**src/rtl/wb_pkg.sv**
```systemverilog
// Shared types for the register write-back queue: entry payload and source ordering.
package wb_pkg;

  localparam int unsigned WB_D = 5;
  localparam int unsigned WB_W = 32;
  localparam int unsigned WB_F = 2;

  typedef struct packed {
    logic [WB_D-1:0] address;
    logic [WB_W-1:0] data;
  } wb_entry_t;

  typedef enum logic {
    WB_SRC_MEM = 1'b0,
    WB_SRC_ALU = 1'b1
  } wb_src_e;

  // Memory results commit ahead of ALU results accepted in the same cycle.
  localparam wb_src_e WB_FIRST_SRC = WB_SRC_MEM;

endpackage

```
**src/rtl/writeback_fifo.sv**
```systemverilog
// In-order circular buffer: up to two enqueues and one dequeue per cycle.
// Caller guarantees capacity for every enqueue and only dequeues when count != 0.
module writeback_fifo
  import wb_pkg::*;
#(
  parameter int unsigned F = WB_F
) (
  input  logic                        clk,
  input  logic                        rst_n,
  input  logic                        enq0_valid,
  input  wb_entry_t                   enq0,
  input  logic                        enq1_valid,
  input  wb_entry_t                   enq1,
  input  logic                        deq,
  output logic [F:0]                  count,
  output wb_entry_t                   head,
  output wb_entry_t [(1<<F)-1:0]      entries,
  output logic [(1<<F)-1:0]           slot_valid
);

  localparam int unsigned DEPTH = 1 << F;

  wb_entry_t [DEPTH-1:0] mem;
  logic [F-1:0]          wr_ptr;
  logic [F-1:0]          rd_ptr;
  logic [1:0]            n_enq;
  logic [F-1:0]          off;

  assign n_enq = 2'(enq0_valid) + 2'(enq1_valid);

  always_ff @(posedge clk or negedge rst_n) begin
    if (!rst_n) begin
      wr_ptr <= '0;
      rd_ptr <= '0;
      count  <= '0;
    end else begin
      wr_ptr <= wr_ptr + F'(n_enq);
      rd_ptr <= rd_ptr + F'(deq);
      count  <= count + (F+1)'(n_enq) - (F+1)'(deq);
    end
  end

  // Storage needs no reset: occupancy alone decides which slots are live.
  always_ff @(posedge clk) begin
    if (enq0_valid) mem[wr_ptr] <= enq0;
    if (enq1_valid) mem[wr_ptr + F'(enq0_valid)] <= enq1;
  end

  always_comb begin
    slot_valid = '0;
    off        = '0;
    for (int unsigned i = 0; i < DEPTH; i++) begin
      off           = F'(i) - rd_ptr;
      slot_valid[i] = ((F+1)'(off) < count);
    end
  end

  assign entries = mem;
  assign head    = (count != '0) ? mem[rd_ptr] : '0;

endmodule

```
**src/rtl/register_writeback.sv**
```systemverilog
// Register-file write front end: arbitrates ALU/load results into an in-order queue.
// Optional WB_ZERO_REG_EN: results targeting register 0 are accepted but dropped.
module register_writeback
  import wb_pkg::*;
#(
  parameter int unsigned D = WB_D,
  parameter int unsigned W = WB_W,
  parameter int unsigned F = WB_F
) (
  input  logic              clk,
  input  logic              rst_n,
  input  logic              mem_valid,
  input  logic [D-1:0]      mem_address,
  input  logic [W-1:0]      mem_data,
  output logic              mem_ready,
  input  logic              alu_valid,
  input  logic [D-1:0]      alu_address,
  input  logic [W-1:0]      alu_data,
  output logic              alu_ready,
  output logic [D-1:0]      address3,
  output logic [W-1:0]      write_data,
  output logic              write_enable,
  output logic [(1<<D)-1:0] pending,
  output logic [F:0]        count
);

  localparam int unsigned DEPTH = 1 << F;

  wb_entry_t             mem_e, alu_e, enq0, enq1, head;
  wb_entry_t [DEPTH-1:0] entries;
  logic [DEPTH-1:0]      slot_valid;
  logic                  mem_fire, alu_fire, mem_enq, alu_enq, enq0_valid, enq1_valid;

  // Readiness comes from registered occupancy only; the same-cycle write is not credited.
  assign mem_ready = (count < (F+1)'(DEPTH));
  assign alu_ready = mem_valid ? (count < (F+1)'(DEPTH - 1)) : (count < (F+1)'(DEPTH));

  assign mem_fire = mem_valid && mem_ready;
  assign alu_fire = alu_valid && alu_ready;

`ifdef WB_ZERO_REG_EN
  assign mem_enq = mem_fire && (mem_address != '0);
  assign alu_enq = alu_fire && (alu_address != '0);
`else
  assign mem_enq = mem_fire;
  assign alu_enq = alu_fire;
`endif

  assign mem_e = '{address: mem_address, data: mem_data};
  assign alu_e = '{address: alu_address, data: alu_data};

  always_comb begin
    enq0       = mem_e;
    enq0_valid = mem_enq;
    enq1       = alu_e;
    enq1_valid = alu_enq;
    if (WB_FIRST_SRC == WB_SRC_ALU) begin
      enq0       = alu_e;
      enq0_valid = alu_enq;
      enq1       = mem_e;
      enq1_valid = mem_enq;
    end
  end

  writeback_fifo #(.F(F)) u_fifo (
    .clk        (clk),
    .rst_n      (rst_n),
    .enq0_valid (enq0_valid),
    .enq0       (enq0),
    .enq1_valid (enq1_valid),
    .enq1       (enq1),
    .deq        (write_enable),
    .count      (count),
    .head       (head),
    .entries    (entries),
    .slot_valid (slot_valid)
  );

  assign write_enable = (count != '0);
  assign address3     = head.address;
  assign write_data   = head.data;

  // Bitmap of registers with at least one queued write.
  always_comb begin
    pending = '0;
    for (int unsigned i = 0; i < DEPTH; i++) begin
      if (slot_valid[i]) pending[entries[i].address] = 1'b1;
    end
`ifdef WB_ZERO_REG_EN
    pending[0] = 1'b0;
`endif
  end

endmodule

```
**config.mk**
```make
export PLATFORM = sky130hd
export DESIGN_NAME = register_writeback
export DESIGN_NICKNAME = d
export VERILOG_FILES = /design/src/rtl/wb_pkg.sv /design/src/rtl/writeback_fifo.sv /design/src/rtl/register_writeback.sv
export SDC_FILE = /design/constraint.sdc
export NUM_CORES = 1
export LEC_CHECK = 0
export CAP_MARGIN = 15
export CELL_PAD_IN_SITES_DETAIL_PLACEMENT = 0
export CELL_PAD_IN_SITES_GLOBAL_PLACEMENT = 1
export CORE_ASPECT_RATIO = 1.4
export CORE_UTILIZATION = 36
export DETAILED_ROUTE_END_ITERATION = 8
export PLACE_DENSITY = 0.8
export SETUP_SLACK_MARGIN = 0.15
export SLEW_MARGIN = 10
export SYNTH_ARGS = -nofsm -noshare
export SYNTH_HDL_FRONTEND = slang
export SYNTH_SLANG_ARGS = --single-unit
```
**constraint.sdc**
```tcl
create_clock -name clk -period 3.3 [get_ports clk]
set_input_delay 0.33 -clock clk [delete_from_list [all_inputs] [get_ports clk]]
set_output_delay 0.33 -clock clk [all_outputs]
set_load 0.005 [all_outputs]
```
==> impl_metrics.json <==
{
  "status": "finished, final reports clean",
  "die_y_um": 190.1,
  "rows": 68,
  "floorplan.initialDensity": 0.3673,
  "tns_ns": 0,
  "synth.avg_cell_area_um2": 9.130,
  "fin_skew_ns": 0.009502,
  "clk_latency_ns": 0.42,
  "required_ns": 2.97,
  "setup_violations": 0,
  "yosysWarnings": 0,
  "synth_mux_area_frac": 0.2523,
  "worstReg2RegStart": "u_fifo.count[2]$_DFF_PN0_",
  "h-tree-depth": 4,
  "postSynthCellCount": 996,
  "synthTopCellsByArea": "dfxtp_1, mux2i_1, mux4_2, a21oi_1, nor2_1",
  "cts.clk_slew.worst_paths_ns": 0.07,
  "final_max_slew_viol_count": 0,
  "finalHoldViolCount": 0,
  "synth_top_area_frac": 0.3258,
  "coreArea_mm2": 0.02476,
  "grt_overflow": 0,
  "start_kind": "register",
  "numClockSinks": 155,
  "antenna_cells": 0,
  "synth_adder_area_share": 0.01734,
  "place_area_mm2": 0.01075,
  "synth.most_common_cell": "nor2_1",
  "first_global_vias": 7530,
  "syn_area_mm2": 0.009094,
  "arrival_ns": 2.73,
  "yosys-top-cells-count": "nor2_1, a21oi_1, dfxtp_1, mux2i_1, nor2b_1",
  "synthFlopType": "dfxtp_1",
  "synth_compound_area_frac": 0.1535,
  "synthToLayoutAreaGrowth_pct": 26.95,
  "dpl.hpwl_mm": 17.76,
  "rsz0062_at_grt": "yes",
  "num_vias": 7750,
  "nNetsFinal": 1202,
  "final_antenna_net_count": 0,
  "synth_simple_gate_area_frac": 0.1621,
  "cp-end-kind": "primary output",
  "hold_ws_ns": 0.1666,
  "antenna_found_initial": 1,
  "die_area_mm2": 0.02591,
  "ys_types": 49,
  "die_w_um": 136.3,
  "maxCapViolations": 0,
  "leakagePower_uw": 0.004500,
  "critical_path_class": "reg2out",
  "gp_routability_congestion": 0.9410,
  "p_per_area_mw_per_mm2": 1190,
  "ys_seq_area_frac": 0.3451,
  "crit_chain": "xor2_2 -> ha_1 -> nor2b_4 -> a211oi_2 -> buf_4 -> buf_4 -> a221o_1 -> clkdlybuf4s50_1",
  "synth_enable_flop_cells": 0,
  "vias_per_cell": 5.382,
  "yosys.area.top_type": "dfxtp_1",
  "cts_buffers": 17,
  "power.total_uw": 13740,
  "root_buffer": "clkbuf_16",
  "syn-num-nets": 1086,
  "crit_path_top_delay_cell": "clkdlybuf4s50_1",
  "crit_top_cell": "buf_4",
  "portBuffers": 152,
  "ir_worst_vdd_mv": 0.5538,
  "cts_tree": "yes",
  "fin_crit_ns": 3.064,
  "synth-xor-area-share": 0.007705,
  "grt_max_degree": 73,
  "slew_headroom": 0.6241,
  "synth_top_family_by_area": "multiplexers",
  "finalWirelength_mm": 26.00,
  "io_pins": 153,
  "hp-class": "in2async",
  "grt_pass1_wl_mm": 40.74,
  "drc_errors": 0,
  "drtPass1Iterations": 4,
  "cts_hold_buf": 0,
  "fin_crit_sh": 0.9285,
  "fmax_ghz": 0.3264,
  "drive_gt1_frac": 0.1138,
  "worstSetupStartpoint": "u_fifo.rd_ptr[0]$_DFF_PN0_",
  "slowest_delay_ns": 0.44,
  "synth_seq_cells": 155,
  "clk_path_buf_depth": 2,
  "dr.first_iter.drc_count": 402,
  "ys_async_sr_fraction": 0.04516,
  "final_cell_area_mm2": 0.01154,
  "avgRoutedWirePerCell_um": 18.05,
  "crit_fanout": 5,
  "groute.usage.overall": 0.2031,
  "tightestPinTransition_ns": 0.5587
}
-- metrics by stage --
step	utilization	setup slack [ns]	cells
2_1_floorplan	-	0.7874	996
3_3_place_gp	0.4343	0.4864	1399
3_5_place_dp	0.4343	0.4312	1399
4_1_cts	0.4626	0.1518	1436
5_1_grt	0.4663	0.1085	1440
6_report	0.4663	0.2359	1440
-- area by class of cell --
type,count,area (um^2)
fillers,2387,13210
multi-input cells,740,5474
flip-flops and latches,155,3142
repair buffers,185,1874
clock buffers,17,425.4
well taps,315,394.1
clock inverters,15,186.4
inverters,13,48.80
-- routing by layer --
| layer | track usage | up-vias | part of all wire | routed length [um] |
|---|---|---|---|---|
| met5 | 0 | - | 0.00050 | 13 |
| met4 | 0.07949 | 2 | 0.029 | 764 |
| met3 | 0.03437 | 55 | 0.053 | 1384 |
| met2 | 0.3649 | 283 | 0.51 | 13300 |
| met1 | 0.2358 | 3565 | 0.41 | 10540 |
| li1 | - | 3845 | - | - |
-- kinds of logic (layout without fill, tap and decap cells) --
group / after synthesis / in the layout
mux: 183 / 183
xor+xnor: 8 / 8
flops: 155 / 155
fa+ha+maj: 12 / 12
buf+inv: 101 / 230
compound gates: 226 / 226
simple gates: 311 / 311
-- where the power goes --
part	internal, uW	switching [uW]
Clock	1210	847
Combinational	4310	3590
Sequential	2940	840
Total	8460	5280
-- state kept, by name, indices dropped and copies added (netlist names) --
register and cells:
u_fifo.count 3, u_fifo.wr_ptr 2, u_fifo.entries 148, u_fifo.rd_ptr 2
-- worst max-delay path: cells and delay by family (launching register included) --
kind                       cells  cell delay, ns
buffers and inverters          3            0.78
DFF                            1            0.43
AOI/OAI and AO/OA              2            0.42
adders and majority gates      1            0.31
and+or+nand+nor                1            0.19
xor gates and xnor gates       1            0.18
-- cells in the final DEF (no fill, tap or decap), types with 7 or more instances in the layout --
master	instances
nor2_1	175
clkdlybuf4s50_1	151
a21oi_1	150
dfxtp_1	148
mux2i_1	146
nor2b_1	50
mux4_2	37
o22ai_1	26
nand2_1	24
buf_4	23
a221o_1	22
clkbuf_16	17
nand2b_1	15
inv_1	13
nor3_1	12
ha_1	11
nand3_1	10
buf_12	7
-- path summary, 6_finish.rpt --
path                                               to  slack, ns  depth (start not counted)
setup / recovery                          pending[29]       0.24                          8
hold / removal              u_fifo.count[0]$_DFF_PN0_       0.17                          1
setup reg to reg            u_fifo.count[2]$_DFF_PN0_       0.90                          8
hold reg to reg            u_fifo.entries[59]$_DFF_P_       0.53                          2
max in group asynchronous  u_fifo.rd_ptr[0]$_DFF_PN0_       2.87                          1
min in group clk           u_fifo.entries[59]$_DFF_P_       0.53                          2
-- timing repair --
action | CTS | global route
cloned | 0 | 0
endpoints found under the setup margin | 51 | 32
resized for setup | 8 | 9
pin swaps | 1 | 4
buffers inserted | 5 | 4
No activity file was read; power rests on OpenSTA's default activity.
